**config.mk**
```make
export PLATFORM = sky130hd
export DESIGN_NAME = cache_tag_ctrl
export DESIGN_NICKNAME = d
export VERILOG_FILES = /design/src/rtl/cache_tag_ctrl.sv
export SDC_FILE = /design/constraint.sdc
export NUM_CORES = 1
export LEC_CHECK = 0
export ABC_AREA = 1
export ABC_CLOCK_PERIOD_IN_PS = 1500
export CAP_MARGIN = 20
export CORE_ASPECT_RATIO = 1.1
export CORE_MARGIN = 4
export CORE_UTILIZATION = 40
export DETAILED_ROUTE_END_ITERATION = 7
export MAX_ROUTING_LAYER = met4
export PLACE_DENSITY = 0.91
export SYNTH_ARGS = -nofsm -noshare
export SYNTH_HDL_FRONTEND = slang
export SYNTH_SLANG_ARGS = --single-unit
```
**constraint.sdc**
```tcl
create_clock -name clk -period 1.5 [get_ports clk]
set_input_delay 0.225 -clock clk [delete_from_list [all_inputs] [get_ports clk]]
set_output_delay 0.225 -clock clk [all_outputs]
set_load 0.02 [all_outputs]
```
**src/rtl/cache_tag_ctrl.sv**
```systemverilog
// Direct-mapped cache tag lookup/refill controller with flush sweep; sole driver of the tag memory.
// Optional hit/miss statistics counters are enabled by defining CACHE_TAG_CTRL_STATS_EN.
`timescale 1ns/1ps

package cache;
    localparam int CACHE_INDEX_W = 10;
    localparam int CACHE_TAG_W   = 18;

    typedef struct packed {
        logic                   valid;
        logic [CACHE_TAG_W-1:0] tag;
    } cache_tag_t;

    typedef struct packed {
        logic [CACHE_INDEX_W-1:0] index;
        logic                     we;
    } cache_req_t;
endpackage

module cache_tag_ctrl #(
    parameter int ADDR_W   = 32,
    parameter int OFFSET_W = 4,
    parameter int INDEX_W  = 10,
    parameter int TAG_W    = ADDR_W - OFFSET_W - INDEX_W
) (
    input  logic               clk,
    input  logic               rst,
    input  logic               req_valid,
    output logic               req_ready,
    input  logic [ADDR_W-1:0]  req_addr,
    output logic               resp_valid,
    output logic               resp_hit,
    output logic               mem_req_valid,
    input  logic               mem_req_ready,
    output logic [ADDR_W-1:0]  mem_req_addr,
    input  logic               mem_resp_valid,
    input  logic               flush,
    output logic               flush_busy,
    output cache::cache_req_t  tag_req,
    output cache::cache_tag_t  tag_write,
    input  cache::cache_tag_t  tag_read
`ifdef CACHE_TAG_CTRL_STATS_EN
    ,
    output logic [31:0]        stat_hits,
    output logic [31:0]        stat_misses
`endif
);

    typedef enum logic [2:0] {
        S_IDLE,
        S_LOOKUP,
        S_REFILL_REQ,
        S_REFILL_WAIT,
        S_UPDATE,
        S_FLUSH
    } state_e;

    localparam int LINE_W = ADDR_W - OFFSET_W;
    localparam logic [INDEX_W-1:0] LAST_INDEX = '1;

    state_e              state_q, state_d;
    logic [LINE_W-1:0]   line_q, line_d;
    logic [INDEX_W-1:0]  flush_cnt_q, flush_cnt_d;
    logic                flush_pend_q, flush_pend_d;
    logic                hit_rsp_q, hit_rsp_d;

    logic                lookup_hit;
    logic                unused_offset_bits;

    // Only the line address is kept; the byte offset never affects lookup or refill.
    assign unused_offset_bits = ^req_addr[OFFSET_W-1:0];

    assign lookup_hit   = tag_read.valid && (tag_read.tag == line_q[LINE_W-1 -: TAG_W]);
    assign req_ready    = (state_q == S_IDLE) && !flush_pend_q && !flush;
    assign mem_req_addr = {line_q, {OFFSET_W{1'b0}}};

    // NOTE: every output and next-state value gets a default first so no latches are inferred.
    always_comb begin
        state_d       = state_q;
        line_d        = line_q;
        flush_cnt_d   = flush_cnt_q;
        flush_pend_d  = flush_pend_q;
        hit_rsp_d     = 1'b0;
        tag_req.index = line_q[INDEX_W-1:0];
        tag_req.we    = 1'b0;
        tag_write     = '0;
        mem_req_valid = 1'b0;
        flush_busy    = 1'b0;
        resp_valid    = hit_rsp_q;
        resp_hit      = hit_rsp_q;

        // A flush arriving mid-transaction is remembered and served before the next request.
        if (flush && (state_q != S_IDLE) && (state_q != S_FLUSH)) begin
            flush_pend_d = 1'b1;
        end

        case (state_q)
            S_IDLE: begin
                if (flush || flush_pend_q) begin
                    flush_pend_d = 1'b0;
                    state_d      = S_FLUSH;
                end else if (req_valid && req_ready) begin
                    line_d  = req_addr[ADDR_W-1:OFFSET_W];
                    state_d = S_LOOKUP;
                end
            end
            S_LOOKUP: begin
                if (lookup_hit) begin
                    hit_rsp_d = 1'b1;
                    state_d   = S_IDLE;
                end else begin
                    state_d = S_REFILL_REQ;
                end
            end
            S_REFILL_REQ: begin
                mem_req_valid = 1'b1;
                if (mem_req_ready) begin
                    state_d = S_REFILL_WAIT;
                end
            end
            S_REFILL_WAIT: begin
                if (mem_resp_valid) begin
                    state_d = S_UPDATE;
                end
            end
            S_UPDATE: begin
                tag_req.we      = 1'b1;
                tag_write.valid = 1'b1;
                tag_write.tag   = line_q[LINE_W-1 -: TAG_W];
                resp_valid      = 1'b1;
                resp_hit        = 1'b0;
                state_d         = S_IDLE;
            end
            S_FLUSH: begin
                flush_busy    = 1'b1;
                tag_req.index = flush_cnt_q;
                tag_req.we    = 1'b1;
                flush_cnt_d   = flush_cnt_q + INDEX_W'(1);
                if (flush_cnt_q == LAST_INDEX) begin
                    state_d = S_IDLE;
                end
            end
            default: state_d = S_IDLE;
        endcase
    end

    // NOTE: state registers use non-blocking assignments so every flop samples pre-edge values.
    always_ff @(posedge clk) begin
        if (rst) begin
            state_q      <= S_IDLE;
            line_q       <= '0;
            flush_cnt_q  <= '0;
            flush_pend_q <= 1'b0;
            hit_rsp_q    <= 1'b0;
        end else begin
            state_q      <= state_d;
            line_q       <= line_d;
            flush_cnt_q  <= flush_cnt_d;
            flush_pend_q <= flush_pend_d;
            hit_rsp_q    <= hit_rsp_d;
        end
    end

`ifdef CACHE_TAG_CTRL_STATS_EN
    logic [31:0] hits_q, misses_q;

    // Saturating counters; flush deliberately leaves them alone.
    always_ff @(posedge clk) begin
        if (rst) begin
            hits_q   <= '0;
            misses_q <= '0;
        end else if (resp_valid) begin
            if (resp_hit) begin
                if (hits_q != 32'hFFFF_FFFF) hits_q <= hits_q + 32'd1;
            end else begin
                if (misses_q != 32'hFFFF_FFFF) misses_q <= misses_q + 32'd1;
            end
        end
    end

    assign stat_hits   = hits_q;
    assign stat_misses = misses_q;
`endif

endmodule
```
==> results.tsv <==
stage	metric	value	unit
outcome	outcome	finished with violations	
outcome	failing checks	negative setup slack	
timing	Max Fclk	603.2	MHz
timing	fin crit period	1658	ps
worst_setup_path	maximum fanout along the worst path	6	
timing	Final setup viols	60	
floorplanning	die area	0.007221	mm^2
drt	via count of the routed design	2916	
worst_setup_path	CP startpoint kind	flip-flop	
synth	YS warnings	0	
floorplanning	DIE HEIGHT	88.73	um
worst_hold_path	Hold Crit Class	reg2reg	
power	Logic pwr share	58.5	%
timing	PnR worst setup slack	-157.8	ps
timing	Max Slew Vio Count	0	
worst_setup_path	Buf/Inv on CP	3	
clocking	# hold bufs at CTS	0	
clocking	cell at the root of the clock tree	clkbuf_8	
job	total of max-cap violations	0	
drt	Pre-Repair DR Iteration Count	4	
placement	Setup WS pre-CTS	-289.8	ps
clocking	CTS tree	done	
floorplanning	Chip Width	81.39	um
placement	DP HPWL	5.750	mm
final_layout	final non-filler cell area	0.004328	mm^2
floorplanning	FP Rows	29	
synth	post-synth top area cell	dfxtp_1	
worst_setup_path	max incr delay on CP	340	ps
grt	met3 GRT Util	6.110	%
synth	count of cell types in the netlist	32	
drt	DRC Markers	0	
power	Total Power	5.506	mW
drt	Detailed Route WL	9.066	mm
power	Psw	2.449	mW
placement	Post-DP Area	0.003775	mm^2
worst_setup_path	Worst setup EP type	primary output	
clocking	clock slew at reported path FFs	80	ps
worst_setup_path	CP max-delay cell	dfxtp_2	
drt	Post-DRT Antenna Nets	0	
placement	GPL Wtd Cong	0.8479	
timing	skew final	4.058	ps
final_layout	most frequent cells in the layout	69 x nand2_1, 52 x clkdlybuf4s50_1, 48 x inv_1, 40 x buf_4, 39 x dfxtp_1	
grt	met1 GRT Util	23.07	%
power	LEAKAGE	2.065	nW
clocking	TritonCTS Buffers	5	
clocking	# clock sinks	43	
clocking	H-tree Lvls	2	
final_layout	commonest non-fill, non-tap cell in the layout	nand2_1	
synth	Cells after Synth	358	
worst_setup_path	CP Launch Point	state_q[2]	
final_layout	final net count	566	
power	P per Cell Area	1272	mW/mm^2
timing	Total Neg Setup Slack	-4157	ps
timing	final worst path period share	110.5	%
power	switching share of power	44.47	%
grt	met2 Use GR	42.89	%
final_layout	Area growth syn-to-layout	82.63	%
worst_setup_path	Critical Path AT	1430	ps
synth	register area share after synthesis	36.33	%
final_layout	share of cells above drive strength 1	33.60	%
grt	busiest layer in global routing	met2	
worst_setup_path	critical path cell sequence	inv_2 > nor2_4 > buf_12 > nand2_8 > o21ai_0 > buf_4	
floorplanning	core area	0.005769	mm^2
final_layout	fin util	75.02	%
worst_setup_path	FF-to-FF Start	state_q[2]	
timing	final hold vios	0	
drt	vias per cell	4.976	
grt	residual overflow from global routing	0	
timing	RSZ-0062 raised after global routing	true	
grt	number of global-route vias before repair	2745	
drt	Avg WL per Cell	15.47	um
final_layout	antenna diode count	0	
floorplanning	I/O Pins	124	
worst_hold_path	hold wc startpoint	flush_pend_q	
synth	Yosys top cell area share	36.33	%
grt	first-pass GRT wire length	12.40	mm
synth	flop and latch count out of synthesis	43	
grt	GRT Total Usage	23.09	%
clocking	Max Buffers Root-to-Sink	2	
clocking	clock latency on the worst-skew pair	300	ps
grt	largest net degree at the start of global routing	45	
synth	Mapped Avg Cell Area	6.619	um^2
floorplanning	Initial Utilization	41.08	%
power	internal power	3.058	mW
synth	Mapped Area	0.002370	mm^2
power	Clock Power Share	13.3	%
worst_setup_path	kind of cell adding the most delay to the critical path	buffers and inverters	
power	worst vdd ir	1040	uV
placement	number of buffers added on ports	115	
worst_setup_path	Setup CP Type	reg2out	
worst_setup_path	Critical Path RT	1270	ps
grt	antenna violations before repair	0	
synth	top post-synthesis cells by area	dfxtp_1 36%, nand2_1 12%, nor2_1 10%, inv_1 8.2%, o21ai_0 5.5%	
drt	Initial DRC Count	111	
power	sequential power share	28.2	%
[worst reg2reg max path, stage by stage, from the launching register on]
cell,delay [ps]
dfxtp_2,330
buf_4,140
nor2_4,100
nand2_2,60
inv_2,80
nand2_4,60
buf_6,130
nor2_8,150
buf_12,210
inv_16,80
o21ai_2,120
a21oi_1,60
[logic make-up after synthesis]
kind of cell | after synthesis | share of synthesized area [%]
flops | 43 | 36.33
compound gates | 75 | 18.11
other cells | 1 | 0.1582
xor+xnor | 4 | 1.478
buf+inv | 73 | 13.99
fa+ha+maj | 1 | 0.5279
simple gates | 161 | 29.41
[metrics by stage]
step / hold WS, ps / cells
floorplan: 359.9 / 361
global placement: 471.6 / 566
detailed placement: 485.0 / 566
CTS: 503.0 / 580
global route: 503.9 / 586
finish: 512.9 / 586
[power by group through the flow]
stage	combinational [mW]	sequential, mW	clock (mW)
after floorplan	1.19	1.74	0
after global placement	2.53	1.56	0
after detailed placement	2.59	1.56	0
after CTS	2.77	1.54	0.748
after global routing	3.44	1.58	0.809
final	3.22	1.55	0.733
[path summary, 6_finish.rpt]
check | depth (start not counted) | slack, ps | to
worst max-delay path | 6 | -160 | tag_req[4]
worst max register to register | 11 | -140 | line_q[20]
worst min-delay path | 2 | 510 | flush_pend_q
worst min register to register | 2 | 510 | flush_pend_q
[repair_timing]
item / 4_1_cts / 5_1_grt
cloned: 2 / 4
endpoints found under the setup margin: 85 / 78
gates resized for setup: 242 / 94
endpoints found under the hold margin: 0 / 0
buffers inserted: 4 / 2
pin swaps: 3 / 2
[sequential cells by signal (all words and copies together), names as in the netlist]
name          cells
hit_rsp_q         1
flush_cnt_q      10
state_q           3
line_q           28
flush_pend_q      1
[per-layer routing]
| metal | part of all wire, % | wire [um] |
|---|---|---|
| met5 | 0 | 0 |
| met2 | 53 | 4787 |
| met3 | 7.3 | 663 |
| met1 | 38 | 3417 |
| met4 | 2.2 | 197 |
[cells in the mapped netlist]
cell type  number
nor2_4          2
a21oi_2         6
a31oi_1         1
buf_4           5
nor2_1         63
a21oi_1        22
nand3b_1        1
nand3_2         1
nor2_8          1
o21ai_1        11
nor4_1          1
inv_2           3
ha_1            1
o21ai_2         6
a211oi_1        1
dfxtp_1        43
xor2_1          4
nand3_1         7
nand2_4         2
nand4_1         2
nand2_1        74
o21ai_0        26
conb_1          1
nor3_2          2
buf_6           4
buf_2           3
inv_6           1
clkbuf_1        5
inv_1          52
nor3_1          4
nand2_2         1
o21a_1          2
[area by class of cell]
class,count,area (um^2)
tap,77,96.34
timing repair inverter,4,72.57
fill,412,1441
clock inverter,2,12.51
inverter,56,225.2
sequential,43,868.3
timing repair buffer,151,1474
multi-input combinational,247,1506
clock buffer,6,72.57
No activity file was read; power rests on OpenSTA's default activity.
